--- config.mk ---
export PLATFORM = sky130hd
export DESIGN_NAME = matrix_tile_mul_ctrl
export DESIGN_NICKNAME = d
export VERILOG_FILES = /design/src/rtl/matrix_mul_pkg.sv /design/src/rtl/matrix_tile_addr_gen.sv /design/src/rtl/matrix_tile_mul_ctrl.sv
export SDC_FILE = /design/constraint.sdc
export NUM_CORES = 2
export LEC_CHECK = 0
export ABC_AREA = 1
export CAP_MARGIN = 20
export CORE_MARGIN = 4
export CORE_UTILIZATION = 40
export DETAILED_ROUTE_END_ITERATION = 8
export HOLD_SLACK_MARGIN = 0.12
export MAX_ROUTING_LAYER = met4
export PLACE_DENSITY_LB_ADDON = 0.12
export SLEW_MARGIN = 40
export SYNTH_ARGS = -nofsm -noshare
export SYNTH_HDL_FRONTEND = slang
export SYNTH_SLANG_ARGS = --single-unit
--- constraint.sdc ---
create_clock -name clk -period 9.8 [get_ports clk]
set_input_delay 0.98 -clock clk [delete_from_list [all_inputs] [get_ports clk]]
set_output_delay 0.98 -clock clk [all_outputs]
set_load 0.01 [all_outputs]
--- src/rtl/matrix_mul_pkg.sv ---
// Shared types and constants for the 2x2-tiled matrix multiply controller.
// Header word layout is [M1|N1|M2|N2], with M1 in the most significant field.
package matrix_mul_pkg;

  typedef enum logic [3:0] {
    IDLE, HDR, CHECK, LOAD, MAC_START, MAC_WAIT, ACC, WB, NEXT, DONE, ERR
  } state_e;

  localparam logic [1:0] ERR_NONE         = 2'd0;
  localparam logic [1:0] ERR_DIM_MISMATCH = 2'd1;
  localparam logic [1:0] ERR_BAD_SIZE     = 2'd2;
  localparam logic [1:0] ERR_MAC_TMO      = 2'd3;

  localparam int HDR_BASE = 0;
  localparam int A_BASE   = 2;

  localparam int FLD_M1 = 3;
  localparam int FLD_N1 = 2;
  localparam int FLD_M2 = 1;
  localparam int FLD_N2 = 0;

  localparam int HDR_MAX_W = 64;

  // Field pos counts from the LSB end in units of dim_w bits.
  function automatic logic [HDR_MAX_W-1:0] hdr_field(input logic [HDR_MAX_W-1:0] word,
                                                     input int dim_w, input int pos);
    logic [HDR_MAX_W-1:0] mask;
    mask = (HDR_MAX_W'(1) << dim_w) - HDR_MAX_W'(1);
    return (word >> (pos * dim_w)) & mask;
  endfunction

endpackage

--- src/rtl/matrix_tile_addr_gen.sv ---
// Maps a tile element index plus block counters to a RAM address and an in-range flag.
// idx[2] selects B (load only), idx[1] is the row within the tile, idx[0] the column.
module matrix_tile_addr_gen #(
  parameter int DIM_W = 8,
  parameter int XW    = 18,
  parameter int AW    = 9
) (
  input  logic             wb_i,
  input  logic [2:0]       idx_i,
  input  logic [DIM_W-1:0] i_i,
  input  logic [DIM_W-1:0] j_i,
  input  logic [DIM_W-1:0] k_i,
  input  logic [DIM_W-1:0] m1_i,
  input  logic [DIM_W-1:0] n1_i,
  input  logic [DIM_W-1:0] n2_i,
  input  logic [XW-1:0]    a_row_i,
  input  logic [XW-1:0]    b_row_i,
  input  logic [XW-1:0]    c_row_i,
  output logic [AW-1:0]    addr_o,
  output logic             in_range_o
);

  logic             r, c;
  logic [DIM_W:0]   row, col, rows, cols;
  logic [XW-1:0]    base, stride;

  assign r = idx_i[1];
  assign c = idx_i[0];

  always_comb begin
    row    = {i_i, r};
    col    = {k_i, c};
    rows   = {1'b0, m1_i};
    cols   = {1'b0, n1_i};
    base   = a_row_i;
    stride = XW'(n1_i);
    if (wb_i) begin
      col    = {j_i, c};
      cols   = {1'b0, n2_i};
      base   = c_row_i;
      stride = XW'(n2_i);
    end else if (idx_i[2]) begin
      // B rows are counted against N1, which CHECK has proven equal to M2.
      row    = {k_i, r};
      col    = {j_i, c};
      rows   = {1'b0, n1_i};
      cols   = {1'b0, n2_i};
      base   = b_row_i;
      stride = XW'(n2_i);
    end
  end

  assign in_range_o = (row < rows) && (col < cols);
  assign addr_o     = AW'(base + (r ? stride : '0) + XW'(col));

endmodule

--- src/rtl/matrix_tile_mul_ctrl.sv ---
// Block matrix multiply controller: tiles A and B into 2x2 blocks, drives an external
// 2x2 MAC, accumulates over k and writes each finished C block back to the RAM.
module matrix_tile_mul_ctrl
  import matrix_mul_pkg::*;
#(
  parameter int DATA_W  = 32,
  parameter int RAM_D   = 512,
  parameter int RAM_AW  = $clog2(RAM_D),
  parameter int DIM_W   = DATA_W / 4,
  parameter int MAC_TMO = 64
) (
  input  logic              clk,
  input  logic              rst,
  input  logic              start,
  output logic              busy,
  output logic              done,
  output logic              err,
  output logic [1:0]        err_code,
  output logic [RAM_AW-1:0] ram_addr,
  output logic              ram_we,
  output logic [DATA_W-1:0] ram_w_data,
  input  logic [DATA_W-1:0] ram_r_data,
  output logic              start_mac,
  input  logic              done_mac,
  output logic [DATA_W-1:0] a_11, a_12, a_21, a_22,
  output logic [DATA_W-1:0] b_11, b_12, b_21, b_22,
  input  logic [DATA_W-1:0] c_11, c_12, c_21, c_22,
  output logic [3:0]        dbg_state
);

  localparam int XW    = 2 * DIM_W + 2;
  localparam int LW    = DIM_W + 2;
  localparam int TMO_W = $clog2(MAC_TMO) + 1;

  state_e              state_q, state_d;
  logic [1:0]          err_code_q, err_code_d;
  logic [3:0]          f_q;
  logic [DIM_W-1:0]    m1_q, n1_q, m2_q, n2_q, i_q, j_q, k_q;
  logic [XW-1:0]       b_base_q, c_base_q, c_end_q, a_row_q, b_row_q, c_row_q;
  logic [TMO_W-1:0]    tmo_q;
  logic                inr_q;
  logic [DATA_W-1:0]   a_q [4];
  logic [DATA_W-1:0]   b_q [4];
  logic [DATA_W-1:0]   acc_q [4];

  logic [DIM_W-1:0]    h_m1, h_n1, h_m2, h_n2;
  logic [XW-1:0]       h_b_base, h_c_base, h_c_end;
  logic                k_last, j_last, i_last;
  logic                gen_wb, gen_inr, load_issue;
  logic [2:0]          gen_idx, cap_idx;
  logic [RAM_AW-1:0]   gen_addr;
  logic [DATA_W-1:0]   cap_val;

  assign h_m1 = DIM_W'(hdr_field(HDR_MAX_W'(ram_r_data), DIM_W, FLD_M1));
  assign h_n1 = DIM_W'(hdr_field(HDR_MAX_W'(ram_r_data), DIM_W, FLD_N1));
  assign h_m2 = DIM_W'(hdr_field(HDR_MAX_W'(ram_r_data), DIM_W, FLD_M2));
  assign h_n2 = DIM_W'(hdr_field(HDR_MAX_W'(ram_r_data), DIM_W, FLD_N2));

  assign h_b_base = XW'(A_BASE) + XW'(h_m1) * XW'(h_n1);
  assign h_c_base = h_b_base + XW'(h_m2) * XW'(h_n2);
  assign h_c_end  = h_c_base + XW'(h_m1) * XW'(h_n2);

  // "Last block" tests as 2*idx+2 >= dim, i.e. idx == ceil(dim/2)-1.
  assign k_last = ({1'b0, k_q, 1'b0} + LW'(2)) >= {2'b00, n1_q};
  assign j_last = ({1'b0, j_q, 1'b0} + LW'(2)) >= {2'b00, n2_q};
  assign i_last = ({1'b0, i_q, 1'b0} + LW'(2)) >= {2'b00, m1_q};

  assign gen_wb     = (state_q == WB);
  assign gen_idx    = gen_wb ? {1'b0, f_q[1:0]} : f_q[2:0];
  assign load_issue = (state_q == LOAD) && !f_q[3];
  assign cap_idx    = 3'(f_q - 4'd1);
  assign cap_val    = inr_q ? ram_r_data : '0;

  matrix_tile_addr_gen #(.DIM_W(DIM_W), .XW(XW), .AW(RAM_AW)) u_addr_gen (
    .wb_i      (gen_wb),
    .idx_i     (gen_idx),
    .i_i       (i_q),
    .j_i       (j_q),
    .k_i       (k_q),
    .m1_i      (m1_q),
    .n1_i      (n1_q),
    .n2_i      (n2_q),
    .a_row_i   (a_row_q),
    .b_row_i   (b_row_q),
    .c_row_i   (c_row_q),
    .addr_o    (gen_addr),
    .in_range_o(gen_inr)
  );

  assign busy       = (state_q != IDLE);
  assign done       = (state_q == DONE);
  assign err        = (state_q == ERR);
  assign start_mac  = (state_q == MAC_START);
  assign err_code   = err_code_q;
  assign dbg_state  = state_q;
  assign ram_addr   = ((load_issue || gen_wb) && gen_inr) ? gen_addr : '0;
  assign ram_we     = gen_wb && gen_inr;
  assign ram_w_data = gen_wb ? acc_q[f_q[1:0]] : '0;

  assign a_11 = a_q[0];
  assign a_12 = a_q[1];
  assign a_21 = a_q[2];
  assign a_22 = a_q[3];
  assign b_11 = b_q[0];
  assign b_12 = b_q[1];
  assign b_21 = b_q[2];
  assign b_22 = b_q[3];

  always_comb begin
    state_d    = state_q;
    err_code_d = err_code_q;
    case (state_q)
      IDLE: if (start) begin
        state_d    = HDR;
        err_code_d = ERR_NONE;
      end
      HDR:   state_d = CHECK;
      CHECK: begin
        if ((m1_q == '0) || (n1_q == '0) || (m2_q == '0) || (n2_q == '0) ||
            (c_end_q > XW'(RAM_D))) begin
          state_d    = ERR;
          err_code_d = ERR_BAD_SIZE;
        end else if (n1_q != m2_q) begin
          state_d    = ERR;
          err_code_d = ERR_DIM_MISMATCH;
        end else begin
          state_d = LOAD;
        end
      end
      LOAD:      if (f_q == 4'd8) state_d = MAC_START;
      MAC_START: state_d = MAC_WAIT;
      MAC_WAIT: begin
        if (done_mac) begin
          state_d = ACC;
        end else if (tmo_q == TMO_W'(MAC_TMO - 2)) begin
          state_d    = ERR;
          err_code_d = ERR_MAC_TMO;
        end
      end
      ACC:  state_d = k_last ? WB : LOAD;
      WB:   if (f_q == 4'd3) state_d = NEXT;
      NEXT: state_d = (i_last && j_last) ? DONE : LOAD;
      default: state_d = IDLE;
    endcase
  end

  always_ff @(posedge clk) begin
    if (rst) begin
      state_q    <= IDLE;
      err_code_q <= ERR_NONE;
    end else begin
      state_q    <= state_d;
      err_code_q <= err_code_d;
    end
  end

  always_ff @(posedge clk) begin
    if (rst) begin
      f_q <= '0; tmo_q <= '0; inr_q <= 1'b0;
      m1_q <= '0; n1_q <= '0; m2_q <= '0; n2_q <= '0;
      i_q <= '0; j_q <= '0; k_q <= '0;
      b_base_q <= '0; c_base_q <= '0; c_end_q <= '0;
      a_row_q <= '0; b_row_q <= '0; c_row_q <= '0;
      for (int x = 0; x < 4; x++) begin
        a_q[x] <= '0; b_q[x] <= '0; acc_q[x] <= '0;
      end
    end else begin
      inr_q <= gen_inr;
      if ((state_q == LOAD || state_q == WB) && state_d == state_q) f_q <= f_q + 4'd1;
      else f_q <= '0;
      case (state_q)
        HDR: begin
          m1_q <= h_m1; n1_q <= h_n1; m2_q <= h_m2; n2_q <= h_n2;
          b_base_q <= h_b_base; c_base_q <= h_c_base; c_end_q <= h_c_end;
        end
        CHECK: begin
          i_q <= '0; j_q <= '0; k_q <= '0;
          a_row_q <= XW'(A_BASE); b_row_q <= b_base_q; c_row_q <= c_base_q;
          for (int x = 0; x < 4; x++) acc_q[x] <= '0;
        end
        // Capture trails the address by one cycle to match the RAM read latency.
        LOAD: if (f_q != 4'd0) begin
          if (cap_idx[2]) b_q[cap_idx[1:0]] <= cap_val;
          else            a_q[cap_idx[1:0]] <= cap_val;
        end
        MAC_START: tmo_q <= '0;
        // The MAC result is only guaranteed on the done_mac cycle, so sum it here.
        MAC_WAIT: begin
          tmo_q <= tmo_q + TMO_W'(1);
          if (done_mac) begin
            acc_q[0] <= acc_q[0] + c_11;
            acc_q[1] <= acc_q[1] + c_12;
            acc_q[2] <= acc_q[2] + c_21;
            acc_q[3] <= acc_q[3] + c_22;
          end
        end
        ACC: if (!k_last) begin
          k_q     <= k_q + DIM_W'(1);
          b_row_q <= b_row_q + (XW'(n2_q) << 1);
        end
        WB: if (f_q == 4'd3) begin
          for (int x = 0; x < 4; x++) acc_q[x] <= '0;
        end
        NEXT: begin
          k_q     <= '0;
          b_row_q <= b_base_q;
          if (j_last) begin
            j_q     <= '0;
            i_q     <= i_q + DIM_W'(1);
            a_row_q <= a_row_q + (XW'(n1_q) << 1);
            c_row_q <= c_row_q + (XW'(n2_q) << 1);
          end else begin
            j_q <= j_q + DIM_W'(1);
          end
        end
        default: ;
      endcase
    end
  end

endmodule

==> results.py <==
metrics = {
    "timing": {
        "skew_ns": 0.0538,
        "max_freq_ghz": 0.102,
        "hold_slack_ns": 0.460,
        "rsz0062_at_grt": "true",
        "worstMarginPinSlew_ns": 0.858,
        "finalSetupViolCount": 1,
        "min_period_over_period_pct": 100,
        "min_period_ns": 9.80,
        "slew_violations": 0,
        "relSlewSlack_pct": 42.8,
        "finalHoldViolations": 0,
        "setup_ws_ns": -0.00425,
        "setup-tns-final_ns": -0.00425,
    },
    "critical_path": {
        "start_kind": "input port",
        "critPathSlowestCell": "fa_1",
        "worst_setup_path_end_kind": "register",
        "max_stage_delay_ns": 0.58,
        "crit_type": "in -> reg",
        "critPathMostFrequentCell": "fa_1",
        "crit_arrival_ns": 10.31,
        "required_ns": 10.31,
        "crit_fanout": 4,
    },
    "cells_and_area": {
        "layout-drive-gt1-share_pct": 7.63,
        "layout.nets": 6468,
        "area_growth_pct": 24.9,
    },
    "floorplanning": {
        "core-area_um2": 96900,
        "dieArea_um2": 103000,
        "ioPinCount": 472,
        "die_h_um": 321,
        "initial_core_util_pct": 40.4,
        "rows": 114,
        "dieWidth_um": 321,
    },
    "global_route": {
        "grt_pass1_vias": 35800,
        "grt_antenna_before_repair": 12,
        "grt_pass1_wl_mm": 220,
        "grt_usage_pct": 29.0,
        "grt_max_degree": 85,
        "overflow": 0,
    },
    "clocking": {
        "clkTransAtPathRegs_ns": 0.05,
        "cts_buffers": 67,
        "cts_tree": "yes",
        "htree_levels": 3,
        "clockBufferDepth": 3,
        "cts_root_buffer": "clkbuf_16",
        "clock_latency_ns": 0.66,
        "clock_sinks": 520,
    },
    "placement": {
        "gp_congestion": 0.968,
        "placement.io_buffers": 471,
        "dp.final_hpwl_mm": 115,
    },
    "drt": {
        "wl_per_cell_um": 20.7,
        "final_antenna_net_count": 0,
        "num_vias": 37100,
        "vias_per_cell": 5.17,
        "drt_iter0_markers": 3052,
        "dr.pass1.iters": 8,
        "post-route-drc-count": 0,
        "drt-total-wl_mm": 148,
    },
    "synthesis": {
        "synthesis.nets": 5933,
        "synth-edff-count": 288,
        "synth-xor-area-share_pct": 1.83,
        "ys_seq_elements": 520,
        "synth_area_um2": 39100,
        "synthSimpleGateAreaFrac_pct": 25.0,
        "synth.distinct_cells": 53,
        "ys_seq_area_share_pct": 34.0,
        "synth_top_family_by_area": "simple AND/OR/NAND/NOR gates",
        "netlist_instances": 5303,
        "synthMuxAreaShare_pct": 0.0511,
        "ys.flop_type": "edfxtp_1",
        "async_reset_ff_share_pct": 0,
        "synth_area_per_cell_um2": 7.38,
        "ys_warn_count": 0,
        "synth_fa_ha_area_share_pct": 17.8,
        "synth_compound_area_share_pct": 11.7,
    },
    "run": {
        "drv_cap": 0,
    },
    "worst_hold_path": {
        "hold_path_class": "reg -> reg",
    },
    "status": {
        "violations": "setup timing",
        "outcome": "finished, violations left",
    },
}
==> cell usage in the layout (no fill, tap or decap), drive strengths merged, types with 28 or more instances in the layout <==
cell type	Yosys	final
nand2	1226	1226
xnor2	30	30
a21oi	426	426
nor3	81	81
xor2	52	52
nor2	707	707
buf	58	184
fa	153	153
dfxtp	232	232
edfxtp	288	288
o21ai	343	343
clkdlybuf4s50	0	457
ha	313	313
clkbuf	125	85
nand3	253	253
o21bai	28	28
inv	805	810
nand4	48	48
==> path summary, 6_finish.rpt <==
check	from	end	slack (ns)	depth (start not counted)
worst min-delay path	tmo_q[6]$_SDFFE_PP0P_	tmo_q[6]$_SDFFE_PP0P_	0.46	1
worst max register to register	f_q[1]$_SDFF_PP0_	a_q[2][4]$_SDFFCE_PN0P_	5.71	14
worst max-delay path	ram_r_data[24]	c_end_q[11]$_SDFFE_PP0P_	-0.004	45
worst min register to register	tmo_q[6]$_SDFFE_PP0P_	tmo_q[6]$_SDFFE_PP0P_	0.46	1
==> sequential cells by signal (all words and copies together), names as in the netlist, 9 cells and up <==
signal	count
b_base_q	9
c_end_q	18
c_base_q	9
a_q	128
b_row_q	9
b_q	128
acc_q	128
c_row_q	9
==> cell type report <==
| cell class | instances | area, um2 |
|---|---|---|
| Antenna cell | 11 | 27.5 |
| Clock buffer | 83 | 1800 |
| Clock inverter | 35 | 394 |
| Fill cell | 9645 | 48000 |
| Inverter | 806 | 3040 |
| Multi-Input combinational cell | 3794 | 22600 |
| Sequential cell | 520 | 13300 |
| Tap cell | 1276 | 1600 |
| Timing Repair Buffer | 649 | 6120 |
==> worst max-delay path: cells and delay by family <==
family                     cells  cell delay (ns)
buffers and inverters         15             0.90
and+or+nand+nor               11             0.95
xor gates and xnor gates       2             0.39
AOI/OAI and AO/OA              2             0.43
adders and majority gates     15             6.65
==> cell usage after synthesis (8+ instances only) <==
cell / instances / area share, %
or2_2: 15 / 0.24
dfxtp_1: 232 / 12
nand3b_1: 25 / 0.48
xnor2_1: 30 / 0.67
nand2_1: 1217 / 12
xor2_1: 52 / 1.2
o21ai_0: 330 / 4.2
buf_4: 8 / 0.15
o21ai_1: 12 / 0.15
edfxtp_1: 288 / 22
fa_1: 153 / 7.8
nand4_1: 48 / 0.77
o211ai_1: 9 / 0.17
nand3_1: 251 / 3.2
a21oi_1: 425 / 5.4
a21boi_0: 11 / 0.21
a21o_1: 8 / 0.15
clkbuf_1: 125 / 1.2
nor2_2: 14 / 0.22
nor2_1: 690 / 6.6
o21a_1: 10 / 0.19
inv_1: 793 / 7.6
buf_1: 23 / 0.22
ha_1: 313 / 10
o21bai_1: 28 / 0.54
nor3_1: 80 / 1.0
and2_1: 8 / 0.13
inv_2: 12 / 0.12
buf_2: 27 / 0.35
==> cells by family after synthesis <==
logic type                 count (synthesis)
and+or+nand+nor                         2378
buffers and inverters                    989
AOI/OAI and AO/OA                        866
DFF                                      520
adders and majority gates                466
xor gates and xnor gates                  82
muxes                                      2
==> routing by layer <==
| layer | track usage, % | wire length [um] | share of wire (%) |
|---|---|---|---|
| met5 | - | 0 | 0 |
| met4 | 10.8 | 6090 | 4.1 |
| met2 | 46.3 | 68400 | 46 |
| met3 | 5.32 | 10700 | 7.2 |
| met1 | 36.9 | 63200 | 43 |
==> per-stage QoR <==
stage          cells  setup WS (ns)  instance area, um2  util (%)
6_report        7174       -0.00425               48900      50.5
5_1_grt         7171         -0.336               48900      50.5
4_1_cts         7155       -0.00110               48400      50.0
3_5_place_dp    7036         -0.945               46200      47.7
3_3_place_gp    7036         -0.964               46100      47.6
2_1_floorplan   5303        -0.0150               39400         -
==> what timing repair did <==
item | 4_1_cts | 5_1_grt
hold buffers | 0 | 0
setup endpoints to repair | 11 | 11
gates resized for setup | 27 | 132
endpoints found under the hold margin | 0 | 0
buffers inserted | 1 | 10
pin swaps | 7 | 60
Power is left out: the tool's default activity adds up to more than one toggle a clock period on the data nets, which glitch-free logic cannot reach.
